[src/rtl/regfile_pkg.sv]
// Shared constants and types for the register-file write-port arbiter.
package regfile_pkg;

    localparam int unsigned DATA_W   = 32;
    localparam int unsigned ADDR_W   = 5;
    localparam int unsigned NUM_REGS = 32;

    typedef enum logic {
        GRANT_A = 1'b0,
        GRANT_B = 1'b1
    } grant_t;

endpackage

[src/rtl/rr_arb2.sv]
// Two-way round-robin arbiter; bit 0 is port A, bit 1 is port B.
module rr_arb2
    import regfile_pkg::*;
(
    input  logic       clk,
    input  logic       rst_n,
    input  logic [1:0] req_i,
    input  logic       accept_i,
    output logic [1:0] gnt_o
);

    grant_t last_grant_q;
    grant_t last_grant_d;

    always_ff @(posedge clk or negedge rst_n) begin
        if (!rst_n) begin
            last_grant_q <= GRANT_B;
        end else begin
            last_grant_q <= last_grant_d;
        end
    end

    // Grant depends only on requests and history, never on accept.
    always_comb begin
        gnt_o = 2'b00;
        unique case (req_i)
            2'b01:   gnt_o = 2'b01;
            2'b10:   gnt_o = 2'b10;
            2'b11:   gnt_o = (last_grant_q == GRANT_B) ? 2'b01 : 2'b10;
            default: gnt_o = 2'b00;
        endcase
    end

    always_comb begin
        last_grant_d = last_grant_q;
        if (accept_i && gnt_o[1]) begin
            last_grant_d = GRANT_B;
        end else if (accept_i && gnt_o[0]) begin
            last_grant_d = GRANT_A;
        end
    end

endmodule

[src/rtl/regfile_write_arbiter.sv]
// Shares the register-file write port between ALU (A) and load unit (B),
// and tracks in-flight destinations in a pending-write scoreboard.
module regfile_write_arbiter
    import regfile_pkg::*;
(
    input  logic                clk,
    input  logic                rst_n,
    input  logic                a_valid,
    output logic                a_ready,
    input  logic [ADDR_W-1:0]   a_rd,
    input  logic [DATA_W-1:0]   a_data,
    input  logic                b_valid,
    output logic                b_ready,
    input  logic [ADDR_W-1:0]   b_rd,
    input  logic [DATA_W-1:0]   b_data,
    input  logic                issue_valid,
    input  logic [ADDR_W-1:0]   issue_rd,
    output logic                reg_write,
    output logic [ADDR_W-1:0]   write_register,
    output logic [DATA_W-1:0]   write_data,
    output logic [NUM_REGS-1:0] busy
);

    logic [1:0]          gnt;
    logic                accept;
    logic [ADDR_W-1:0]   sel_rd;
    logic [DATA_W-1:0]   sel_data;

    logic                reg_write_q,      reg_write_d;
    logic [ADDR_W-1:0]   write_register_q, write_register_d;
    logic [DATA_W-1:0]   write_data_q,     write_data_d;
    logic [NUM_REGS-1:0] busy_q,           busy_d;

    rr_arb2 u_arb (
        .clk      (clk),
        .rst_n    (rst_n),
        .req_i    ({b_valid, a_valid}),
        .accept_i (accept),
        .gnt_o    (gnt)
    );

    assign a_ready = gnt[0];
    assign b_ready = gnt[1];
    assign accept  = (a_valid && gnt[0]) || (b_valid && gnt[1]);

    always_comb begin
        sel_rd   = a_rd;
        sel_data = a_data;
        if (gnt[1]) begin
            sel_rd   = b_rd;
            sel_data = b_data;
        end
    end

    // x0 requests are consumed but never reach the register file.
    always_comb begin
        reg_write_d      = accept && (sel_rd != '0);
        write_register_d = write_register_q;
        write_data_d     = write_data_q;
        if (accept) begin
            write_register_d = sel_rd;
            write_data_d     = sel_data;
        end
    end

    // Issue set is applied after the writeback clear so the newer owner wins.
    always_comb begin
        busy_d = busy_q;
        if (accept) begin
            busy_d[sel_rd] = 1'b0;
        end
        if (issue_valid && (issue_rd != '0)) begin
            busy_d[issue_rd] = 1'b1;
        end
        busy_d[0] = 1'b0;
    end

    always_ff @(posedge clk or negedge rst_n) begin
        if (!rst_n) begin
            reg_write_q      <= 1'b0;
            write_register_q <= '0;
            write_data_q     <= '0;
            busy_q           <= '0;
        end else begin
            reg_write_q      <= reg_write_d;
            write_register_q <= write_register_d;
            write_data_q     <= write_data_d;
            busy_q           <= busy_d;
        end
    end

    assign reg_write      = reg_write_q;
    assign write_register = write_register_q;
    assign write_data     = write_data_q;
    assign busy           = busy_q;

endmodule

[config.mk]
export PLATFORM = sky130hd
export DESIGN_NAME = regfile_write_arbiter
export DESIGN_NICKNAME = d
export VERILOG_FILES = /design/src/rtl/regfile_pkg.sv /design/src/rtl/rr_arb2.sv /design/src/rtl/regfile_write_arbiter.sv
export SDC_FILE = /design/constraint.sdc
export NUM_CORES = 1
export LEC_CHECK = 0
export ABC_AREA = 1
export CORE_AREA = 3 3 112 114
export CTS_CLUSTER_DIAMETER = 150
export DETAILED_ROUTE_END_ITERATION = 8
export DIE_AREA = 0 0 115 117
export GPL_TIMING_DRIVEN = 0
export HOLD_SLACK_MARGIN = 0.06
export PLACE_DENSITY_LB_ADDON = 0.05
export SETUP_SLACK_MARGIN = 0.2
export SLEW_MARGIN = 10
export SYNTH_ARGS = -nofsm -noshare
export SYNTH_HDL_FRONTEND = slang
export SYNTH_SLANG_ARGS = --single-unit
[constraint.sdc]
create_clock -name clk -period 2.7 [get_ports clk]
set_input_delay 0.27 -clock clk [delete_from_list [all_inputs] [get_ports clk]]
set_output_delay 0.27 -clock clk [all_outputs]
set_load 0.01 [all_outputs]
### Word level (Yosys, flattened, before mapping)

Cells that the tools add are included.

* logic and storage cells: 39
* bits of input ports: 84
* register bits after elaboration: 70
* output and inout bits: 72

* muxes and demuxes: 12
* reductions and logical operators: 12
* bitwise gates (word level): 3
* eq/ne operators: 3
* order comparisons: 4

Operator list (count)
* $mux 32: 3
* $and 32x32->32: 1
* $not 32->32: 1
* $or 32x32->32: 1
* $lt 5x6->1 const B: 2
* $demux 1 s5: 2
* $ge 5x1->1 const B: 2
* $reduce_bool 5->1: 2
* $logic_and 1x1->1: 8
* $pmux 2 s3: 1
* $mux 5: 1
* $eq 2x2->1 const B: 2
* $mux 1: 4
* $eq 2x1->1 const B: 1
* $mux 2: 1
* $reduce_bool 2->1: 1
* $logic_or 1x1->1: 1

### Longest topological paths before layout

Gate-level depths: netlist (run 1).

* depth in word-level cells: 12
* gate-level depth with buffers: 10
* mapped depth without buffers: 9

### Cells and area by module

Synthesis (run 1) repeated with hierarchy kept, for this count alone.

* cell total of the unflattened synthesis: 451
* area, all modules: 3492.1 sq um

Modules (own cells, without submodules)
* regfile_write_arbiter: instances 1, sequential area each 1726.7 sq um, area an instance 3430.8 sq um, cells each 443
* rr_arb2: instances 1, sequential area each 26.3 sq um, area an instance 61.3 sq um, cells each 8

### Worst setup path before layout (run 1)

Ideal clock, no wire load.

* kind: register -> register
* start: register u_arb.last_grant_q
* end: register busy_q[4], in the netlist busy[4]
* library setup time: 0.117 ns
* slack: 1.305 ns
* required time: 2.583 ns
* path buffers: 1
* data arrival time: 1.278 ns
* period minus slack after synthesis: 1.395 ns
* cell stages (with the launch flop): 11
* cell sequence: dfstp_2 nand2_4 nand2_8 buf_8 nand2_2 nand2_4 nand2_4 nor2_4 nand2_1 nand2_1 nand2_1

* longest elaborated chain between the ends: 12
* elaborated cells on any way between the ends: 16
* classes of those cells: order compare: 2; mux: 7; bitwise: 3; reduce/logical: 4

RTL lines
* start, declared: line rr_arb2.sv:12 `grant_t last_grant_q;`
* start signal, assigned: line rr_arb2.sv:19 `last_grant_q <= last_grant_d;`
* $mux 2 (*): line rr_arb2.sv:29 `2'b11: gnt_o = (last_grant_q == GRANT_B) ? 2'b01 : 2'b10;`
* $pmux 2 s3 (*): line rr_arb2.sv:26 `unique case (req_i)`
* $mux 5: line regfile_write_arbiter.sv:49 `if (gnt[1]) begin`
* $lt 5x6->1 (implied by the code) / $ge 5x1->1 (equally long branches): line regfile_write_arbiter.sv:70 `busy_d[sel_rd] = 1'b0;`
* $logic_and 1x1->1 (implied by the code): line regfile_write_arbiter.sv:70
* $mux 1 (implied by the code): line regfile_write_arbiter.sv:70
* $demux 1 s5: line regfile_write_arbiter.sv:70
* $not 32->32 (no line)
* $and 32x32->32 (no line)
* $mux 32 (*): line regfile_write_arbiter.sv:69 `if (accept) begin`
* $or 32x32->32 (no line)
* $mux 32 (*): line regfile_write_arbiter.sv:72 `if (issue_valid && (issue_rd != '0)) begin`
* net busy_d[4]: line regfile_write_arbiter.sv:32 `logic [NUM_REGS-1:0] busy_q, busy_d;`
* end signal, assigned: line regfile_write_arbiter.sv:88 `busy_q <= busy_d;`
* end, declared: line regfile_write_arbiter.sv:32

The timed path passes the listed nets; every way through them passes the cells marked *.
A chain may end at the register's enable or synchronous reset.

### Worst setup path after layout (run 1)

* start: input a_valid
* end: output b_ready

* longest elaborated chain between the ends: 2
* elaborated cells on any way between the ends: 4
* classes of those cells: eq/ne: 3; mux: 1

RTL lines
* start, declared: line regfile_write_arbiter.sv:8 `input logic a_valid,`
* $eq 2x2->1 / $eq 2x1->1 (equally long branches): line rr_arb2.sv:26
* $pmux 2 s3 (*): line rr_arb2.sv:26
* end, declared: line regfile_write_arbiter.sv:13 `output logic b_ready,`

Every way passes the cells marked *; elsewhere a longest branch is shown, timed or not.

==> results.txt, run 1 <==
Crit-path max FO = 10
Hold buffers post-CTS = 1
Setup Buffers After CTS = 0
CTS tree = yes
Power density cells = 668.6 mW/mm²
CP cell instances = clkdlybuf4s50_1 > nand2_4 > nand2_8 > inv_2 > buf_2 > clkdlybuf4s50_1
Cell Area, Synth = 0.003485 mm²
Vias/cell = 4.636
Die area = 0.01346 mm²
Worst EP required = 2.43 ns
DP HPWL = 8473 µm
Cell repeated most along the worst path = clkdlybuf4s50_1
Sequential area share after synthesis = 0.5031
Layout cells sized above 1 = 0.1098
# setup viols final = 0
Drt drc = 0
Port Buffer Count = 153
Delay-heaviest family, CP = buffers and inverters
Final WL = 11370 µm
Layout Nets = 680
Final WS setup = 0.5322 ns
Cts bufs inserted = 9
Number of global-route vias before repair = 3539
Starting DRT DRC Count = 191
Die Ht = 117 µm
Clk_lat worst skew = 0.33 ns
DR vias = 3454
Unique cell type count in the Yosys netlist = 28
Critical path type = primary input to output pin
Commonest non-fill, non-tap cell in the layout = nand2_1
Initial Util = 0.3026
Sum Neg Setup Slack = 0 ns
Row Count = 39
Max_cap viols = 0
Peak VDD IR = 0.4572 mV
Most frequent cells in the layout = 173 x nand2_1, 152 x clkdlybuf4s50_1, 69 x dfrtp_1
CTS resizes = 0
Width of the die = 115 µm
Sink Count = 70
Synth Net Count = 514
Syn_area_per_cell = 8.104 µm²
Critical path's largest stage delay = 0.56 ns
Syn Inst Count = 430
Synth-to-layout area growth = 59.35%
Worst setup EP type = output pin
Remaining global-route overflow = 0
Clock Pin Slew Worst Setup and Hold Paths = 0.05 ns
Leak = 2.450 nW
Pre-antenna DRT Iters = 7
Slew @ Worst Pin = 1.110 ns
WL per Instance = 15.27 µm
Synth Warn # = 0
Core Box Area = 0.01152 mm²
Fmax = 0.4613 GHz
Post-route cell area = 0.005553 mm²
Tmin final = 2.168 ns
H-tree depth = 3
Final Hold Fails = 0
Post-route ant nets = 0
Critical Path AT = 1.90 ns
CP bufs+invs = 4
Total Power = 3.713 mW
Gr usage total = 0.1756
Register bit total from synthesis = 70
Pre-CTS setup slack = 0.5117 ns
Root buf cell = clkbuf_16
Slew Viols, Final = 0
Relative slew margins = 0.2543
Max Root-Sink Buffers = 2
First-pass GRT wire length = 18370 µm
Worst Setup Start Kind = primary input
Worst hold path class = primary input to async pin
Post-DP Area = 0.005220 mm²
RSZ-0062 raised after global routing = no
Top Ports = 156
Layout Skew = 0.005243 ns
Status = finished clean
GP Congestion = 0.8136
Slowest CP cell = clkdlybuf4s50_1
Crit share post-route = 0.8029
Initial antenna violation count = 1
Pin count of the biggest net entering global routing = 49
==> path summary, 6_finish.rpt <==
kind | slack (ns) | cells after the start | start | to
hold reg to reg | 0.46 | 2 | busy[12] | busy[12]
min in group clk | 0.43 | 5 | b_valid | write_register[0]
setup / recovery | 0.53 | 6 | a_valid | b_ready
hold / removal | 0.39 | 2 | rst_n | write_data[17]
max in group asynchronous | 1.74 | 3 | rst_n | busy[2]
setup reg to reg | 1.10 | 9 | u_arb.last_grant_q | busy[26]
==> per-stage QoR <==
step,std cells,hold slack (ns),util
2_1_floorplan,430,-0.02559,-
3_3_place_gp,726,0.4557,0.4511
3_5_place_dp,727,0.2056,0.4533
4_1_cts,744,0.3854,0.4820
5_1_grt,745,0.4146,0.4822
6_report,745,0.3948,0.4822
==> cell type report <==
class	instances	area, µm²
fill	1168	5963
timing repair buffer	155	1567
clock inverter	3	40.04
tap	143	178.9
clock buffer	13	280.3
sequential	70	1753
multi-input combinational	325	1549
inverter	18	68.82
antenna	1	2.502
buffer	17	113.9
==> routing by layer <==
layer | vias to the layer above | global-route usage | share of wire
met2 | 124 | 0.2859 | 0.48
met5 | - | 0 | 0
met4 | 0 | 0.04617 | 0.0087
li1 | 1697 | - | -
met1 | 1627 | 0.2313 | 0.44
met3 | 6 | 0.04936 | 0.069
==> state kept, by name (all words and copies together) (netlist names) <==
signal              cells
u_arb.last_grant_q      1
write_data             32
write_register          5
reg_write               1
busy                   31
==> cell families (layout without fill, tap and decap cells) <==
kind of cell           Yosys count  count (layout)  synth area share
and+or+nand+nor                253             253            0.3375
DFF                             70              70            0.5031
AOI/OAI and AO/OA               71              71            0.1059
buffers and inverters           35             206           0.05242
other                            1               2          0.001076
==> synthesized netlist by cell type <==
master	count	area [µm²]
dfrtp_1	69	1727
buf_6	1	11.26
nor2_4	12	135.1
clkinv_2	1	5.000
inv_1	16	60.06
nand2_8	1	20.02
nand2_2	5	31.28
nand2_1	173	649.4
nand3b_1	2	15.01
nor3_1	10	50.05
buf_4	6	45.04
buf_2	4	20.02
conb_1	1	3.750
or2_1	1	6.260
inv_2	1	3.750
o21ai_1	32	160.2
buf_8	1	15.01
o21ai_0	36	180.2
clkbuf_1	2	7.510
nand3_1	4	20.02
a21boi_0	1	7.510
clkbuf_2	3	15.01
dfstp_2	1	26.28
a21oi_1	1	5.000
nand3_2	2	20.02
nand2_4	9	101.4
nor2_1	34	127.6
o21ai_4	1	16.27
==> power by group <==
part	switching, mW	leakage [nW]	internal [mW]
Clock	0.435	0.162	0.812
Sequential	0.121	0.836	1.26
Combinational	0.494	1.45	0.592
Total	1.05	2.45	2.66
No activity file was read; power rests on OpenSTA's default activity.
==> run 2: changes to the inputs <==
==> constraint.sdc (replaced) <==
create_clock -name clk -period 1.94 [get_ports clk]
set_input_delay 0.194 -clock clk [delete_from_list [all_inputs] [get_ports clk]]
set_output_delay 0.194 -clock clk [all_outputs]
set_load 0.01 [all_outputs]
==> run 2 against run 1 <==
Utilization grew 0.47 points; sequential cell count is the same; design area grew 0.97%; hold slack lost 0.076 ns; via count grew 0.61%; non-clock buffer count grew 6; routed wire length grew 0.84%; total power grew 40%; clock power grew 39%; highest routed layer unchanged.
==> results.txt, run 2 (synthesized netlist as in run 1, its figures left out) <==
Status = finished clean
Final WL = 11470 µm
Core Box Area = 0.01152 mm²
Gr usage total = 0.1756
Crit-path max FO = 8
Clock Pin Slew Worst Setup and Hold Paths = 0.06 ns
Die Ht = 117 µm
Post-DP Area = 0.005220 mm²
Worst setup EP type = flip-flop
Reg2Reg Depth = 10
DP HPWL = 8473 µm
Port Buffer Count = 153
Fmax = 0.6020 GHz
Worst EP required = 2.16 ns
Cts bufs inserted = 9
Clk_lat worst skew = 0.33 ns
Worst hold path class = primary input to async pin
Gate power share = 0.295
DR vias = 3475
Pin count of the biggest net entering global routing = 49
Pre-CTS setup slack = -0.09627 ns
Initial Util = 0.3026
Number of global-route vias before repair = 3539
GP Congestion = 0.8136
Layout cells sized above 1 = 0.1203
Drt drc = 0
Power Internal = 3.718 mW
Slew Viols, Final = 0
Final WS setup = 0.2790 ns
Max Root-Sink Buffers = 2
Remaining global-route overflow = 0
Most frequent cells in the layout = 173 x nand2_1, 150 x clkdlybuf4s50_1, 69 x dfrtp_1
Die area = 0.01346 mm²
# setup viols final = 0
Max reg flops = 32
Starting DRT DRC Count = 218
WL per Instance = 15.27 µm
Commonest non-fill, non-tap cell in the layout = nand2_1
Post-route cell area = 0.005607 mm²
Fin util = 0.4869
Critical Path AT = 1.88 ns
R2R setup slack = 0.28 ns
Slew @ Worst Pin = 1.154 ns
Vias/cell = 4.627
Synth-to-layout area growth = 60.90%
H-tree depth = 3
Initial antenna violation count = 1
Post-route ant nets = 0
Root buf cell = clkbuf_16
Fillcell total = 1163
First-pass GRT wire length = 18370 µm
Worst Setup Start Kind = flip-flop
Share of power burned in registers = 0.370
Leak = 2.486 nW
Area occupied by multi-input gates = 0.001549 mm²
CTS tree = yes
Row Count = 39
Top Ports = 156
Pre-antenna DRT Iters = 4
Width of the die = 115 µm
Register area = 0.001753 mm²
Tmin final = 1.661 ns
Max_cap viols = 0
RSZ-0062 raised after global routing = yes
Part of the power in the clock network = 0.336
Critical path type = flip-flop to flip-flop
Layout Nets = 686
Power density cells = 925.7 mW/mm²
Relative slew margins = 0.2245
Final Hold Fails = 0
Psw = 1.472 mW
Layout Skew = 0.003660 ns
Sink Count = 70
Crit share post-route = 0.8562
Peak VDD IR = 0.6360 mV
Sw frac = 0.2837
==> run 2: cell types whose count changed in the layout (fill, tap and decap cells not counted), sizes merged <==
cell           delta
dlygate4sd2       +1
clkdlybuf4s50     -2
clkbuf            +1
buf               +6
==> run 2: per-stage QoR <==
stage	total power [mW]	TNS, ns	hold slack (ns)	instances
2_1_floorplan	2.512	0	-0.1016	430
3_3_place_gp	3.452	-136.64	0.4557	726
3_5_place_dp	3.468	-0.2051	0.1296	727
4_1_cts	5.255	0	0.3094	744
5_1_grt	5.483	0	0.3386	751
6_report	5.190	0	0.3187	751
==> run 2: critical path: stages (launching register included) <==
cell	delay (ns)
dfstp_2	0.55
nand2_4	0.09
nand2_8	0.09
buf_4	0.12
nand2_2	0.06
nand2_2	0.10
inv_1	0.08
nor2_4	0.26
nand2_1	0.10
nand2_1	0.06
nand2_1	0.05
==> run 2: path summary, 6_finish.rpt <==
kind	startpoint	end
min in group clk	b_valid	write_register[0]
max in group asynchronous	rst_n	busy[2]
max reg2reg	u_arb.last_grant_q	busy[26]
max	u_arb.last_grant_q	busy[26]
min	rst_n	write_data[17]
min reg2reg	busy[12]	busy[12]
==> run 2: area by class of cell <==
class,count,share of cell area
Inverter,18,0.01227
Sequential cell,70,0.3127
Antenna cell,1,0.0004463
Tap cell,143,0.03191
Timing Repair Buffer,161,0.2886
Multi-Input combinational cell,325,0.2763
Buffer,17,0.02075
Clock buffer,13,0.04999
Clock inverter,3,0.007141
==> run 2: repair_timing <==
action | 4_1_cts | 5_1_grt
setup buffers | 0 | 6
hold buffers | 1 | 0
endpoints found under the setup margin | 2 | 2
hold endpoints to repair | 22 | 0
gates resized for setup | 2 | 4
pin swaps | 0 | 3
==> run 2: power by group through the flow <==
stage          logic (mW)  registers [mW]  clock network [mW]
2_1_floorplan       0.454            2.06                   0
3_3_place_gp         1.51            1.94                   0
3_5_place_dp         1.53            1.94                   0
4_1_cts              1.54            1.92                1.80
5_1_grt              1.68            1.96                1.85
6_report             1.53            1.92                1.74
==> run 2: layer usage <==
layer,GRT usage,up-vias,wire [µm]
li1,-,1711,-
met1,0.2313,1645,5173
met2,0.2859,113,5466
met3,0.04936,6,730
met4,0.04617,0,97
met5,0,-,0
